[config.mk]
export PLATFORM = sky130hd
export DESIGN_NAME = seq_subtractor_64bit_flat
export DESIGN_NICKNAME = d
export VERILOG_FILES = /design/src/rtl/seq_subtractor_64bit_if.sv /design/src/rtl/seq_subtractor_64bit.sv /design/src/flat_wrapper.sv
export SDC_FILE = /design/constraint.sdc
export NUM_CORES = 1
export LEC_CHECK = 0
export BUFFER_PORTS_ARGS = -buffer_cell sky130_fd_sc_hd__buf_2
export CORE_UTILIZATION = 52
export CTS_CLUSTER_DIAMETER = 80
export DETAILED_ROUTE_END_ITERATION = 10
export MAX_ROUTING_LAYER = met4
export PLACE_DENSITY_LB_ADDON = 0.25
export RECOVER_POWER = 25
export SKIP_CTS_REPAIR_TIMING = 1
export SLEW_MARGIN = 20
export SYNTH_ARGS = -nofsm -noshare
export SYNTH_HDL_FRONTEND = slang
export SYNTH_SLANG_ARGS = --single-unit
[constraint.sdc]
create_clock -name clk -period 5.64 [get_ports clk]
set_clock_uncertainty 0.2 [all_clocks]
set_input_delay 0.846 -clock clk [delete_from_list [all_inputs] [get_ports clk]]
set_output_delay 0.846 -clock clk [all_outputs]
set_load 0.01 [all_outputs]
[src/rtl/seq_subtractor_64bit_if.sv]
// Start/done handshake bundle for the sequential subtractor.
// The controller side uses master; the subtractor itself uses slave.
interface seq_subtractor_64bit_if #(
  parameter int WIDTH = 64
);
  logic             start;
  logic [WIDTH-1:0] A;
  logic [WIDTH-1:0] B;
  logic             bin;
  logic             busy;
  logic             done;
  logic [WIDTH-1:0] D;
  logic             bout;
  logic             ovf;

  modport master (
    output start, A, B, bin,
    input  busy, done, D, bout, ovf
  );

  modport slave (
    input  start, A, B, bin,
    output busy, done, D, bout, ovf
  );
endinterface

[src/rtl/seq_subtractor_64bit.sv]
// Multi-cycle subtractor computing D = A - B - bin.
// One SLICE-bit chunk is handled per clock, LSB first, with the borrow rippling between chunks.
module seq_subtractor_64bit #(
  parameter int WIDTH = 64,
  parameter int SLICE = 16
) (
  input  logic                  clk,
  input  logic                  rst,
  seq_subtractor_64bit_if.slave bus
);

  localparam int NSLICE = WIDTH / SLICE;
  localparam int IDXW   = (NSLICE > 1) ? $clog2(NSLICE) : 1;

  typedef enum logic [1:0] {IDLE, RUN, DONE} state_e;

  state_e           state_q, state_d;
  logic [IDXW-1:0]  idx_q, idx_d;
  logic             borrow_q, borrow_d;
  logic [WIDTH-1:0] a_q, a_d;
  logic [WIDTH-1:0] b_q, b_d;
  logic [WIDTH-1:0] work_q, work_d;
  logic [WIDTH-1:0] diff_q, diff_d;
  logic             bout_q, bout_d;
  logic             ovf_q, ovf_d;

  logic [SLICE-1:0] aSlice;
  logic [SLICE-1:0] bSlice;
  logic [SLICE:0]   sliceDiff;
  int               sliceBase;
  logic             lastSlice;

  assign lastSlice = (idx_q == IDXW'(NSLICE - 1));
  assign sliceBase = int'(idx_q) * SLICE;
  assign aSlice    = a_q[sliceBase +: SLICE];
  assign bSlice    = b_q[sliceBase +: SLICE];
  // The extra top bit of the widened difference is set exactly when the slice underflows.
  assign sliceDiff = {1'b0, aSlice} - {1'b0, bSlice} - {{SLICE{1'b0}}, borrow_q};

  always_ff @(posedge clk) begin
    if (rst) begin
      state_q <= IDLE;
    end else begin
      state_q <= state_d;
    end
  end

  always_comb begin
    state_d = state_q;
    case (state_q)
      IDLE, DONE: state_d = bus.start ? RUN : IDLE;
      RUN:        if (lastSlice) state_d = DONE;
      default:    state_d = IDLE;
    endcase
  end

  assign bus.busy = (state_q == RUN);
  assign bus.done = (state_q == DONE);
  assign bus.D    = diff_q;
  assign bus.bout = bout_q;
  assign bus.ovf  = ovf_q;

  // Published results only move on the completion edge so they survive IDLE and the next run.
  always_comb begin
    idx_d    = idx_q;
    borrow_d = borrow_q;
    a_d      = a_q;
    b_d      = b_q;
    work_d   = work_q;
    diff_d   = diff_q;
    bout_d   = bout_q;
    ovf_d    = ovf_q;
    case (state_q)
      IDLE, DONE: begin
        if (bus.start) begin
          a_d      = bus.A;
          b_d      = bus.B;
          borrow_d = bus.bin;
          idx_d    = '0;
        end
      end
      RUN: begin
        work_d[sliceBase +: SLICE] = sliceDiff[SLICE-1:0];
        borrow_d                   = sliceDiff[SLICE];
        idx_d                      = idx_q + IDXW'(1);
        if (lastSlice) begin
          diff_d = work_d;
          bout_d = sliceDiff[SLICE];
          ovf_d  = (a_q[WIDTH-1] != b_q[WIDTH-1]) && (work_d[WIDTH-1] != a_q[WIDTH-1]);
        end
      end
      default: ;
    endcase
  end

  always_ff @(posedge clk) begin
    if (rst) begin
      idx_q    <= '0;
      borrow_q <= 1'b0;
      a_q      <= '0;
      b_q      <= '0;
      work_q   <= '0;
      diff_q   <= '0;
      bout_q   <= 1'b0;
      ovf_q    <= 1'b0;
    end else begin
      idx_q    <= idx_d;
      borrow_q <= borrow_d;
      a_q      <= a_d;
      b_q      <= b_d;
      work_q   <= work_d;
      diff_q   <= diff_d;
      bout_q   <= bout_d;
      ovf_q    <= ovf_d;
    end
  end

endmodule
[src/flat_wrapper.sv]
// flat-port wrapper written by rule: the top's interface ports become plain ports
module seq_subtractor_64bit_flat 
#(
  parameter int WIDTH = 64,
  parameter int SLICE = 16
)
  (clk, rst, bus_start, bus_A, bus_B, bus_bin, bus_busy, bus_done, bus_D, bus_bout, bus_ovf);
  seq_subtractor_64bit_if #(.WIDTH(WIDTH)) bus_i ();
  input  logic clk;
  input  logic rst;
  input wire logic [$bits(bus_i.start)-1:0] bus_start;
  input wire logic [$bits(bus_i.A)-1:0] bus_A;
  input wire logic [$bits(bus_i.B)-1:0] bus_B;
  input wire logic [$bits(bus_i.bin)-1:0] bus_bin;
  output wire logic [$bits(bus_i.busy)-1:0] bus_busy;
  output wire logic [$bits(bus_i.done)-1:0] bus_done;
  output wire logic [$bits(bus_i.D)-1:0] bus_D;
  output wire logic [$bits(bus_i.bout)-1:0] bus_bout;
  output wire logic [$bits(bus_i.ovf)-1:0] bus_ovf;
  assign bus_i.start = bus_start;
  assign bus_i.A = bus_A;
  assign bus_i.B = bus_B;
  assign bus_i.bin = bus_bin;
  assign bus_busy = bus_i.busy;
  assign bus_done = bus_i.done;
  assign bus_D = bus_i.D;
  assign bus_bout = bus_i.bout;
  assign bus_ovf = bus_i.ovf;
  seq_subtractor_64bit #(.WIDTH(WIDTH), .SLICE(SLICE)) u_core (.clk(clk), .rst(rst), .bus(bus_i));
endmodule
======== Yosys cells after proc, flatten, opt, wreduce, memory -nomap -nowiden ========
Cells that the tools add are included.
word-level totals
  bits in registers ....................... 263
  output and inout bits ................... 68
cells by class
  add/subtract/negate cells ............... 4
  equal/unequal tests ..................... 7
  shift operators ......................... 4
  muxes and demuxes ....................... 8
  reduce and logical (&&, ||, !) cells .... 7
operators with widths
  operator                                                 count
  indexed part select 64 x 7 -> 16 bit                     2
  bitwise mux 64 bit                                       1
  variable shift 16 x 33 -> 64 bit (first input constant)  1
  indexed part select 16 x 33 -> 64 bit                    1
  negator 6 -> 33 bit                                      1
  subtractor 16 x 16 -> 17 bit                             1
  subtractor 17 x 1 -> 17 bit                              1
  case mux 2 bit (2 select lines)                          2
  AND reduction 2 bit                                      3
  equality test 2 bit (second input constant)              2
  two-way mux 2 bit                                        2
  adder 2 x 1 -> 2 bit (second input constant)             1
  equality test 2 x 1 -> 1 bit (second input constant)     1
  logical NOT 2 bit                                        1
  two-way mux 1 bit                                        2
  inequality test 1 bit                                    2
  inequality test 2 x 1 -> 1 bit (second input constant)   1
  inequality test 2 bit (second input constant)            1
  case mux 1 bit (2 select lines)                          1
  nonzero test 2 bit                                       1
  OR reduction 2 bit                                       1
  logical AND 1 bit                                        1

======== Depth between registers and ports, before layout ========
  depth after elaboration ................. 7
  mapped depth ............................ 15

======== Least setup slack after synthesis ========
No wires, ideal clock.
  path type ............................... reg2reg
  from .................................... register u_core.idx_q[0]
  to ...................................... register u_core.diff_q[14], in the netlist u_core.bus.D[14]
  setup time .............................. 0.086 ns
  arrival time ............................ 4.052 ns
  required time ........................... 5.354 ns
  setup slack ............................. 1.302 ns
  cell stages (with the launch flop) ...... 15
  buffers on the path ..................... 2
  path through ............................ dfxtp_1 -> buf_2 -> buf_1 -> mux4_2 -> inv_1 -> fa_1 -> inv_1 -> fa_1 -> a21boi_0 -> o211ai_1 -> a31o_2 -> a31oi_1 -> mux2i_1 -> o21ai_0 -> a211oi_1
between the ends
  word-level cells in the longest chain between the ends .. 5
  elaborated cells on any way between the ends .. 10
RTL lines
  element                                                  line                                                    source
  start, declared                                          seq_subtractor_64bit.sv:18                              logic [IDXW-1:0] idx_q, idx_d;
  start signal, assigned                                   seq_subtractor_64bit.sv:107                             idx_q <= idx_d;
  indexed part select 64 x 7 -> 16 bit (on tied branches)  seq_subtractor_64bit.sv:35, seq_subtractor_64bit.sv:36
  subtractor 16 x 16 -> 17 bit                             seq_subtractor_64bit.sv:38                              assign sliceDiff = {1'b0, aSlice} - {1'b0, bSlice} - {{SLICE{1'b0}}, borrow_q};
  subtractor 17 x 1 -> 17 bit                              seq_subtractor_64bit.sv:38
  indexed part select 16 x 33 -> 64 bit                    seq_subtractor_64bit.sv:83                              work_d[sliceBase +: SLICE] = sliceDiff[SLICE-1:0];
  bitwise mux 64 bit                                       seq_subtractor_64bit.sv:83
  end signal, assigned                                     seq_subtractor_64bit.sv:112                             diff_q <= diff_d;
  end, declared                                            seq_subtractor_64bit.sv:23                              logic [WIDTH-1:0] diff_q, diff_d;
Parallel ways exist; a longest one is shown, timed or not.
A chain may end at the register's enable or synchronous reset.

======== Worst setup path in the final report ========
  from .................................... input port rst
  to ...................................... register u_core.idx_q[1]
RTL lines
  element          line                source
  start, declared  flat_wrapper.sv:10  input logic rst;
No word-level cell between the ends.

==> impl_results.rst <==
.. list-table::
   :header-rows: 1

   * - Metric
     - Value
   * - Vias per std cell
     - 5.78
   * - Setup WS post-layout
     - roughly 1.0 ns
   * - PD cells
     - 354 nW/um2
   * - Iter 0 DRT Violations
     - roughly 750
   * - Critical path buffers and inverters
     - 2
   * - Maximum number of pins on one net before global-route repair
     - between 100 and 150
   * - Busiest grt layer
     - met2
   * - Sinks on the clock net
     - approximately 260
   * - Non-filler instance count after layout
     - 1793
   * - Layout overhead on the synthesized area
     - 16.4%
   * - TritonCTS clock tree
     - built
   * - CP endpoint kind
     - flip-flop
   * - Worst slew slack as a fraction of its limit
     - -75.4%
   * - Yosys warnings
     - 0
   * - Kind of critical path
     - input port to flip-flop
   * - GR Util met1
     - 37.7%
   * - Length of the first detailed-routing pass in iterations
     - 6
   * - I/O pin count
     - 200
   * - Number of violations of the max-capacitance limit
     - 3
   * - Critical path cell sequence
     - clkbuf_2 > clkbuf_1 > nor2_1
   * - Number of placed instances with taps included
     - 1744
   * - Worst min-delay path startpoint
     - u_core.work_q[8]$_SDFFE_PP0P_
   * - Highest cell delay on the worst timing path
     - 1.97 ns
   * - Async set-reset flop share out of synthesis
     - 0%
   * - IR drop worst, VDD
     - 0.000203 V
   * - Maximum clock insertion buffer count
     - 3
   * - Cell area after synthesis
     - 11500 um2
   * - Post-synthesis sequential element count
     - 263
   * - Final nets
     - 1666
   * - Number of instances in the synthesized netlist
     - ~1400
   * - Sequential fraction of the synthesis area
     - 45.9%
   * - Measured slew at the worst slew-check pin
     - 2.63 ns
   * - CP max stage cell
     - sky130_fd_sc_hd__clkbuf_1
   * - Horizontal die dimension
     - approximately 150 um
   * - Max Fclk
     - 0.216 GHz
   * - Crit Path Max Fanout
     - 121
   * - Count of final max-slew check failures
     - 276
   * - Syn Area/Cell
     - 8.40 um2
   * - Pre-CTS WS
     - between 1 and 1.5 ns
   * - Routed WL per cell
     - 17.3 um
   * - Clock H-tree levels
     - 1
   * - Via count of the first global-routing pass
     - 9298
   * - Tot GR Track Use
     - between 20% and 30%
   * - Initial Utilization
     - 53.7%
   * - Area of the core
     - approximately 21000 um2
   * - Failing checks
     - capacitance limit, slew limit
   * - Reg-to-Reg Start
     - u_core.idx_q[1]$_SDFFE_PP0P_
   * - Floorplan die area
     - 22700 um2
   * - Aggregate routed wire length
     - 31.0 mm
   * - Run status
     - complete, but fails checks
   * - Required time of the worst setup path
     - 5.73 ns
   * - Path class of the lowest-slack min-delay path
     - flip-flop to flip-flop
   * - Number of unique standard cell types used by synthesis
     - 51
   * - Number of clock buffers inserted by TritonCTS
     - 27
   * - Routing usage on met2
     - 43.5%
   * - Antenna fix cells
     - 0
   * - Cell family contributing the most delay on the critical path
     - buffers and inverters
   * - Data arrival time of the critical path
     - about 4.7 ns
   * - Register clock-pin slew on the reported worst setup and hold paths
     - about 0.06 ns
   * - RSZ-0062 raised after global routing
     - false
   * - Total of endpoints with negative setup slack in the final report
     - 0
   * - Buffer type at the clock tree root
     - sky130_fd_sc_hd__clkbuf_16
   * - Most instantiated flip-flop cell in the synthesis netlist
     - sky130_fd_sc_hd__dfxtp_1
   * - Total leakage power
     - slightly above 5 nW
   * - Number of flops mapped to enable cells by yosys
     - 0
   * - Routability cong.
     - 0.829
   * - Post-detail-place hpwl
     - 21.1 mm
   * - Clock insertion delay at the later pin of the skew report
     - 0.53 ns
   * - Min cycle time layout
     - 4.64 ns
   * - Overall die height
     - approximately 150 um
   * - First-pass GRT wire length
     - 48.7 mm
   * - Grt total ovfl
     - 0
   * - Proportion of layout cells with a drive suffix above 1
     - 14.9%
   * - Final cycle utilization of the critical path
     - 82.2%
   * - IO Port Bufs
     - 199
   * - Critical Path Start
     - rst
   * - Sort of element at the start of the critical path
     - input port
   * - Global-route track usage on met3
     - 4.18%
   * - Total count of hold-check failures in the final report
     - 0
   * - Net Count, Synth
     - around 1500
   * - Total number of placement rows
     - 53
   * - Antenna-violating nets left
     - 0
   * - Post-route DRC violation count
     - 0
   * - TNS Setup
     - 0 ns
   * - Number of antenna violations at the first check in global routing
     - 0
   * - Total number of vias
     - 10400
==> metal layers <==
layer  vias to the layer above  routed length [um]  part of all wire, %
li1                       5025                   -                    -
met1                      4826               13200                   42
met2                       456               14500                   47
met3                        59                2520                  8.1
met4                         0                 788                  2.5
met5                         -                   0                    0
==> layout make-up <==
class / count / area (um2)
clock buffers: 41 / 788
repair buffers: 211 / 1020
well taps: 275 / 344
multi-input cells: 941 / 5630
fillers: 1909 / 8000
inverters: 54 / 203
flip-flops and latches: 263 / 5270
clock inverters: 8 / 100
==> Yosys cell counts, types with 2 or more instances <==
cell | number | area share, %
sky130_fd_sc_hd__a211oi_1 | 30 | 2.0
sky130_fd_sc_hd__a21boi_0 | 3 | 0.20
sky130_fd_sc_hd__a21o_1 | 2 | 0.13
sky130_fd_sc_hd__a21oi_1 | 161 | 7.0
sky130_fd_sc_hd__a221oi_1 | 40 | 3.1
sky130_fd_sc_hd__a22oi_1 | 49 | 3.2
sky130_fd_sc_hd__a311oi_1 | 3 | 0.23
sky130_fd_sc_hd__a31oi_1 | 2 | 0.11
sky130_fd_sc_hd__a32oi_1 | 3 | 0.23
sky130_fd_sc_hd__and2_1 | 2 | 0.11
sky130_fd_sc_hd__and3_1 | 5 | 0.27
sky130_fd_sc_hd__buf_1 | 10 | 0.33
sky130_fd_sc_hd__buf_2 | 3 | 0.13
sky130_fd_sc_hd__clkbuf_1 | 94 | 3.1
sky130_fd_sc_hd__dfxtp_1 | 263 | 46
sky130_fd_sc_hd__fa_1 | 2 | 0.35
sky130_fd_sc_hd__ha_1 | 34 | 3.7
sky130_fd_sc_hd__inv_1 | 53 | 1.7
sky130_fd_sc_hd__mux2i_1 | 2 | 0.17
sky130_fd_sc_hd__mux4_2 | 31 | 6.1
sky130_fd_sc_hd__nand2_1 | 284 | 9.3
sky130_fd_sc_hd__nand2b_1 | 4 | 0.22
sky130_fd_sc_hd__nand3_1 | 10 | 0.44
sky130_fd_sc_hd__nand3b_1 | 11 | 0.72
sky130_fd_sc_hd__nor2_1 | 152 | 5.0
sky130_fd_sc_hd__nor2b_1 | 4 | 0.22
sky130_fd_sc_hd__nor3_1 | 41 | 1.8
sky130_fd_sc_hd__nor4_1 | 2 | 0.11
sky130_fd_sc_hd__o211ai_1 | 2 | 0.13
sky130_fd_sc_hd__o21a_1 | 3 | 0.20
sky130_fd_sc_hd__o21ai_0 | 19 | 0.83
sky130_fd_sc_hd__o21ai_1 | 2 | 0.087
sky130_fd_sc_hd__o31ai_1 | 3 | 0.20
sky130_fd_sc_hd__o32ai_1 | 4 | 0.31
sky130_fd_sc_hd__o41ai_1 | 2 | 0.15
sky130_fd_sc_hd__or3_1 | 4 | 0.22
sky130_fd_sc_hd__or4_1 | 5 | 0.33
sky130_fd_sc_hd__xnor2_1 | 5 | 0.38
sky130_fd_sc_hd__xor2_1 | 4 | 0.31
==> cells by family (layout without fill, tap and decap cells) <==
kind of cell | count (synthesis) | in the layout | synth area share (%)
and+or+nand+nor | 526 | 526 | 18.8
AOI/OAI and AO/OA | 334 | 334 | 18.6
DFF | 263 | 263 | 45.9
buffers and inverters | 161 | 314 | 5.30
adders and majority gates | 36 | 36 | 4.06
muxes | 35 | 35 | 6.46
xor gates and xnor gates | 10 | 10 | 0.829
==> power by group <==
part | total, mW | switching (mW) | leakage, nW | internal [mW]
clock network | 1.79 | 0.737 | 0.435 | 1.05
registers | 1.99 | 0.0521 | 2.14 | 1.94
logic | 0.947 | 0.634 | 2.56 | 0.312
total | 4.73 | 1.42 | 5.14 | 3.30
==> per-stage QoR <==
| step | util [%] | power (mW) | hold WS (ns) | instance area, um2 |
|---|---|---|---|---|
| after floorplan | - | 2.63 | 0.232 | 11500 |
| after global placement | 58.8 | 2.95 | 0.240 | 12600 |
| after detailed placement | 58.8 | 2.96 | 0.247 | 12600 |
| after CTS | 63.0 | 4.73 | 0.255 | 13500 |
| after global routing | 62.5 | 4.93 | 0.268 | 13400 |
| final | 62.5 | 4.73 | 0.255 | 13400 |
==> worst min-delay path, stage by stage (launching register included) <==
cell                      delay (ns)
sky130_fd_sc_hd__dfxtp_1        0.31
sky130_fd_sc_hd__nand2_1        0.05
sky130_fd_sc_hd__a21oi_1        0.05
==> registers in the layout, indices dropped and copies added (netlist names) <==
register         flops
u_core.a_q          64
u_core.state_q       2
u_core.bus.ovf       1
u_core.bus.D        64
u_core.b_q          64
u_core.bus.bout      1
u_core.idx_q         2
u_core.work_q       64
u_core.borrow_q      1
==> cells in the final DEF (no fill, tap or decap), types with 5 or more instances in the layout <==
master	synthesis	final
sky130_fd_sc_hd__a211oi_1	30	30
sky130_fd_sc_hd__a21oi_1	161	161
sky130_fd_sc_hd__a221oi_1	40	40
sky130_fd_sc_hd__a22oi_1	49	49
sky130_fd_sc_hd__and3_1	5	5
sky130_fd_sc_hd__buf_2	3	131
sky130_fd_sc_hd__buf_4	0	8
sky130_fd_sc_hd__clkbuf_1	94	76
sky130_fd_sc_hd__clkbuf_16	0	27
sky130_fd_sc_hd__clkbuf_8	0	6
sky130_fd_sc_hd__dfxtp_1	263	261
sky130_fd_sc_hd__ha_1	34	34
sky130_fd_sc_hd__inv_1	53	53
sky130_fd_sc_hd__mux4_2	31	31
sky130_fd_sc_hd__nand2_1	284	284
sky130_fd_sc_hd__nand3_1	10	10
sky130_fd_sc_hd__nand3b_1	11	11
sky130_fd_sc_hd__nor2_1	152	152
sky130_fd_sc_hd__nor3_1	41	41
sky130_fd_sc_hd__o21ai_0	19	19
sky130_fd_sc_hd__or4_1	5	5
sky130_fd_sc_hd__xnor2_1	5	5
==> worst paths after layout <==
path / end / slack, ns / cells after the start
worst max-delay path: u_core.idx_q[1]$_SDFFE_PP0P_ / 1.00 / 3
worst min-delay path: u_core.work_q[8]$_SDFFE_PP0P_ / 0.25 / 2
worst max register to register: u_core.bus.D[60]$_SDFFE_PP0P_ / 1.11 / 12
worst min register to register: u_core.work_q[8]$_SDFFE_PP0P_ / 0.25 / 2
(Power assumes the default switching activity.)
